**src/rtl/ifetch.sv**
```systemverilog
// Instruction fetch stage: owns the fetch PC, issues halfword reads and
// buffers returned halfwords in a small prefetch queue for decode.
module ifetch #(
  parameter int MEM_DEPTH = 2**12,
  parameter int QUEUE_DEPTH = 2,
  parameter int RESET_PC = 0,
  localparam int ADDR_WIDTH = $clog2(MEM_DEPTH*2)
) (
  input  logic                  clk,
  input  logic                  rst,
  output logic [ADDR_WIDTH-1:0] o_mem_addr,
  output logic                  o_mem_en,
  output logic                  o_mem_rd_en,
  input  logic [0:1][7:0]       i_mem_do,
  input  logic                  i_stall,
  input  logic                  i_branch_en,
  input  logic [ADDR_WIDTH-1:0] i_branch_target,
  output logic [0:1][7:0]       o_ir,
  output logic [ADDR_WIDTH-1:0] o_ir_pc,
  output logic                  o_ir_valid,
  input  logic                  i_ir_ready
);

  localparam int PTR_W = $clog2(QUEUE_DEPTH);
  localparam int CNT_W = PTR_W + 1;
  localparam int OCC_W = CNT_W + 1;

  localparam logic [ADDR_WIDTH-1:0] RST_PC =
    ADDR_WIDTH'(RESET_PC) & ~ADDR_WIDTH'(1);

  typedef struct packed {
    logic [0:1][7:0]       ir;
    logic [ADDR_WIDTH-1:0] pc;
  } entry_t;

  entry_t                q [QUEUE_DEPTH];
  logic [PTR_W-1:0]      rd_ptr;
  logic [PTR_W-1:0]      wr_ptr;
  logic [CNT_W-1:0]      count;
  logic                  inflight;
  logic [ADDR_WIDTH-1:0] pc_q;
  logic [ADDR_WIDTH-1:0] req_pc;

  logic             pop;
  logic             push;
  logic             discard;
  logic             issue;
  logic             full;
  logic [OCC_W-1:0] occ;

  assign o_ir_valid = (count != '0);
  assign pop        = o_ir_valid & i_ir_ready;
  assign full       = (count == CNT_W'(QUEUE_DEPTH));

  // A redirect kills the response landing this cycle.
  assign discard = i_branch_en;
  assign push    = inflight & ~discard;

  assign occ = {1'b0, count}
             + OCC_W'(inflight)
             - OCC_W'(pop);

  assign issue = ~rst & ~i_stall & ~i_branch_en
               & (occ < OCC_W'(QUEUE_DEPTH));

  assign o_mem_addr  = pc_q;
  assign o_mem_en    = issue;
  assign o_mem_rd_en = issue;

  assign o_ir    = q[rd_ptr].ir;
  assign o_ir_pc = q[rd_ptr].pc;

  always_ff @(posedge clk) begin
    if (rst) begin
      pc_q     <= RST_PC;
      req_pc   <= '0;
      inflight <= 1'b0;
      count    <= '0;
      rd_ptr   <= '0;
      wr_ptr   <= '0;
      for (int i = 0; i < QUEUE_DEPTH; i++) begin
        q[i] <= '0;
      end
    end else begin
      inflight <= issue;
      if (issue) begin
        req_pc <= pc_q;
      end
      if (i_branch_en) begin
        pc_q <= i_branch_target & ~ADDR_WIDTH'(1);
      end else if (issue) begin
        pc_q <= pc_q + ADDR_WIDTH'(2);
      end
      if (i_branch_en) begin
        count  <= '0;
        rd_ptr <= '0;
        wr_ptr <= '0;
      end else begin
        if (push) begin
          q[wr_ptr] <= '{ir: i_mem_do, pc: req_pc};
          wr_ptr    <= wr_ptr + PTR_W'(1);
        end
        if (pop) begin
          rd_ptr <= rd_ptr + PTR_W'(1);
        end
        count <= count + CNT_W'(push) - CNT_W'(pop);
      end
    end
  end

  // Issue is throttled on occupancy, so a push never lands on a full queue.
  a_no_overflow: assert property (
    @(posedge clk) disable iff (rst)
    !(push && full && !pop)
  );

endmodule

```
**config.mk**
```make
export PLATFORM = sky130hd
export DESIGN_NAME = ifetch
export DESIGN_NICKNAME = d
export VERILOG_FILES = /design/src/rtl/ifetch.sv
export SDC_FILE = /design/constraint.sdc
export NUM_CORES = 1
export LEC_CHECK = 0
export CAP_MARGIN = 10
export CORE_MARGIN = 5
export CORE_UTILIZATION = 45
export DETAILED_ROUTE_END_ITERATION = 8
export PLACE_DENSITY = 0.74
export SLEW_MARGIN = 20
export SYNTH_ARGS = -nofsm -noshare
export SYNTH_HDL_FRONTEND = slang
export SYNTH_SLANG_ARGS = --single-unit
export TNS_END_PERCENT = 5
```
**constraint.sdc**
```tcl
create_clock -name clk -period 4.05 [get_ports clk]
set_input_delay 0.6075 -clock clk [delete_from_list [all_inputs] [get_ports clk]]
set_output_delay 0.6075 -clock clk [all_outputs]
set_load 0.05 [all_outputs]
```
==> results.py <==
metrics = {
    "timing": {
        "skew_ns": 0.00949,
        "worst_slew_pin_slew_ns": 0.777,
        "fin_crit_sh_pct": 83.0,
        "slew_headroom_pct": 48.0,
        "finalHoldViolCount": 0,
        "setup_violations": 0,
        "slew_violations": 0,
        "timing.hold.ws_ns": 0.462,
        "min_period_ns": 3.36,
        "max_freq_mhz": 298,
        "rsz0062_at_grt": "false",
        "fin_setup_tns_ns": 0,
    },
    "critical_path": {
        "critPathLaunchType": "primary input",
        "crit_path_end_kind": "output pin",
        "r2r_slack_ns": 1.27,
        "required_ns": 3.44,
        "critical_path_class": "primary input to output pin",
        "r2r_end": "o_mem_addr[9]$_SDFFE_PP0P_",
        "cp_max_fo": 13,
        "r2r_cells": 9,
        "worstPathArrival_ns": 2.75,
        "r2r-start": "count[1]$_SDFF_PP0_",
    },
    "routing": {
        "drc": 0,
        "routed_wl_mm": 7.87,
        "vias_per_cell": 5.24,
        "first_pass_iters": 5,
        "ant_nets": 0,
        "wl_per_cell_um": 15.5,
        "first_iter_violations": 108,
        "num_vias": 2662,
    },
    "logic_synthesis": {
        "yosysTopAreaCell": "edfxtp_1",
        "synth_seq_area_share_pct": 59.4,
        "synthFlopType": "edfxtp_1",
        "synth_top_family_by_area": "simple AND/OR/NAND/NOR gates",
        "synthMuxAreaShare_pct": 8.20,
        "synthTopCellsByArea": "edfxtp_1, dfxtp_1, and2_1",
        "syn_avg_cell_area_um2": 11.9,
        "ys_ff_latch": 86,
        "synth-simple-area-share_pct": 19.5,
        "synthArstFlopShare_pct": 0,
        "synthAdderAreaFrac_pct": 1.17,
        "syn_area_um2": 3840,
        "syn_inst": 324,
        "synthDistinctLibCells": 43,
        "synth_compound_area_share_pct": 6.54,
        "synth_edf_count": 56,
        "ys.warnings.count": 0,
        "synth_xor_area_share_pct": 1.82,
        "synth_top_cell_area_share_pct": 43.8,
    },
    "clocking": {
        "cts_setup_buffers": 0,
        "cts.clk_slew.worst_paths_ns": 0.08,
        "cts_tree": "done",
        "clock_latency_ns": 0.34,
        "cts_max_path_buffers": 2,
        "htree_levels": 3,
        "cts_buffers": 9,
        "postCtsHoldBufs": 0,
        "ctsResizeCount": 0,
        "root_buffer": "clkbuf_8",
        "clkSinkCount": 86,
    },
    "die": {
        "rows": 33,
        "die_h_um": 102,
        "dieArea_um2": 10500,
        "coreArea_um2": 8260,
        "fp.dieW_um": 102,
        "pin_count": 79,
        "start_util_pct": 46.5,
    },
    "worst_hold_path": {
        "min_to": "req_pc[9]$_SDFFE_PP0P_",
        "holdPathStages": 2,
        "min_path_type": "flip-flop to flip-flop",
        "hp-start": "req_pc[9]$_SDFFE_PP0P_",
    },
    "global_routing": {
        "grt_use_total_pct": 15.7,
        "antenna_found_initial": 0,
        "grt_max_degree": 30,
        "grt_pass1_wl_mm": 12.9,
        "grt_pass1_vias": 2673,
        "grt_overflow": 0,
    },
    "final_layout": {
        "areaGrowthSynthToFinish_pct": 28.9,
        "fin_util_pct": 60.0,
        "drive_gt1_share_pct": 15.9,
        "layout.nets": 435,
        "antennaDiodeCount": 0,
    },
    "placed_design": {
        "hpwl_mm": 5.19,
        "gp_congestion": 0.832,
        "numPortBuffers": 75,
    },
    "power_and_ir_drop": {
        "p_leak_nw": 1.82,
        "peakVddDrop_v": 0.000184,
        "total_power_w": 0.00192,
        "p_per_area_nw_per_um2": 387,
    },
    "run_status": {
        "status": "complete, no violations",
    },
    "job": {
        "drv_cap": 0,
    },
}
## layout by cell type, fill, tap and decap left out, drive strengths merged
cell and n:
a2111oi 1, a21oi 17, a22oi 3, a2bb2oi 1, a311o 2, a31oi 7, a32oi 1, and2 56
and3 3, and4 2, buf 10, bufinv 2, clkbuf 11, clkdlybuf4s50 73, clkinv 3, conb 2
dfxtp 30, edfxtp 56, fa 1, ha 2, inv 6, mux2 28, nand2 34, nand2b 1
nand3 5, nand4 3, nor2 3, nor2b 4, nor3 8, nor3b 2, nor4b 1, o211ai 1
o21ai 8, or2 2, or3 4, or4 1, or4b 1, xnor2 3, xor2 5
## worst max-delay path by stage
stage | from | endpoint | slack [ns] | cells past startpoint
global route | i_ir_ready | o_mem_en | 0.59 | 8
floorplan | i_branch_en | q[0][10]$_SDFFCE_PN0P_ | 0.70 | 3
global placement | i_ir_ready | o_mem_rd_en | 0.70 | 8
CTS | i_ir_ready | o_mem_rd_en | 0.66 | 8
detailed placement | i_ir_ready | o_mem_rd_en | 0.66 | 8
finish | i_ir_ready | o_mem_rd_en | 0.69 | 8
## registers in the layout, summed over array words and instances (netlist names), named ones only
register / count
count: 2
inflight: 1
o_mem_addr: 12
q: 56
rd_ptr: 1
req_pc: 12
wr_ptr: 1
## kinds of logic after synthesis
| kind of cell | after synthesis |
|---|---|
| AOI/OAI and AO/OA | 41 |
| xor gates and xnor gates | 8 |
| adders and majority gates | 3 |
| buffers and inverters | 27 |
| DFF | 86 |
| muxes | 28 |
| other | 1 |
| and+or+nand+nor | 130 |
## stage by stage
step | cell area [µm²] | std cells | worst slack (ns)
after floorplan | 3850 | 325 | 0.702
after global routing | 4960 | 508 | 0.585
after global placement | 4710 | 492 | 0.701
after CTS | 4960 | 508 | 0.659
final | 4960 | 508 | 0.689
after detailed placement | 4710 | 492 | 0.661
## Yosys cell counts, drive strengths merged, types with 2 or more instances
master   n
xor2     5
o21ai    8
a311o    2
or2      2
nand2   34
or3      4
and3     3
edfxtp  56
nor2b    4
and2    56
nand4    3
inv      6
buf      8
ha       2
nand3    5
xnor2    3
a21oi   17
dfxtp   30
a31oi    7
nor2     3
nor3b    2
mux2    28
and4     2
nor3     8
a22oi    3
clkbuf  13
## critical path, stage by stage
cell	delay, ns
clkdlybuf4s50_1	0.44
o21ai_0	0.19
nor2_1	0.15
fa_1	0.54
nor4b_4	0.28
nand2_2	0.09
inv_2	0.26
buf_12	0.18
## per-layer routing
layer | global-route usage [%] | up-vias | wire length, µm
li1 | - | 1288 | -
met4 | 4.74 | 0 | 96
met2 | 24.8 | 109 | 3690
met1 | 21.3 | 1255 | 3420
met3 | 4.10 | 10 | 667
met5 | 0 | - | 0
## layout make-up
class                      count  area, µm²
timing repair buffer          83        831
multi-input combinational    212       1450
inverter                       6       22.5
clock buffer                  11        163
tap                          105        131
fill                         701       3300
clock inverter                 5       78.8
sequential                    86       2280
## power by group
part           internal (W)  switching, W  leakage [nW]
combinational     0.0000941      0.000145         0.874
clock              0.000401      0.000293         0.124
sequential         0.000964     0.0000200         0.825
Note: power is estimated with default switching activity, not from simulation.
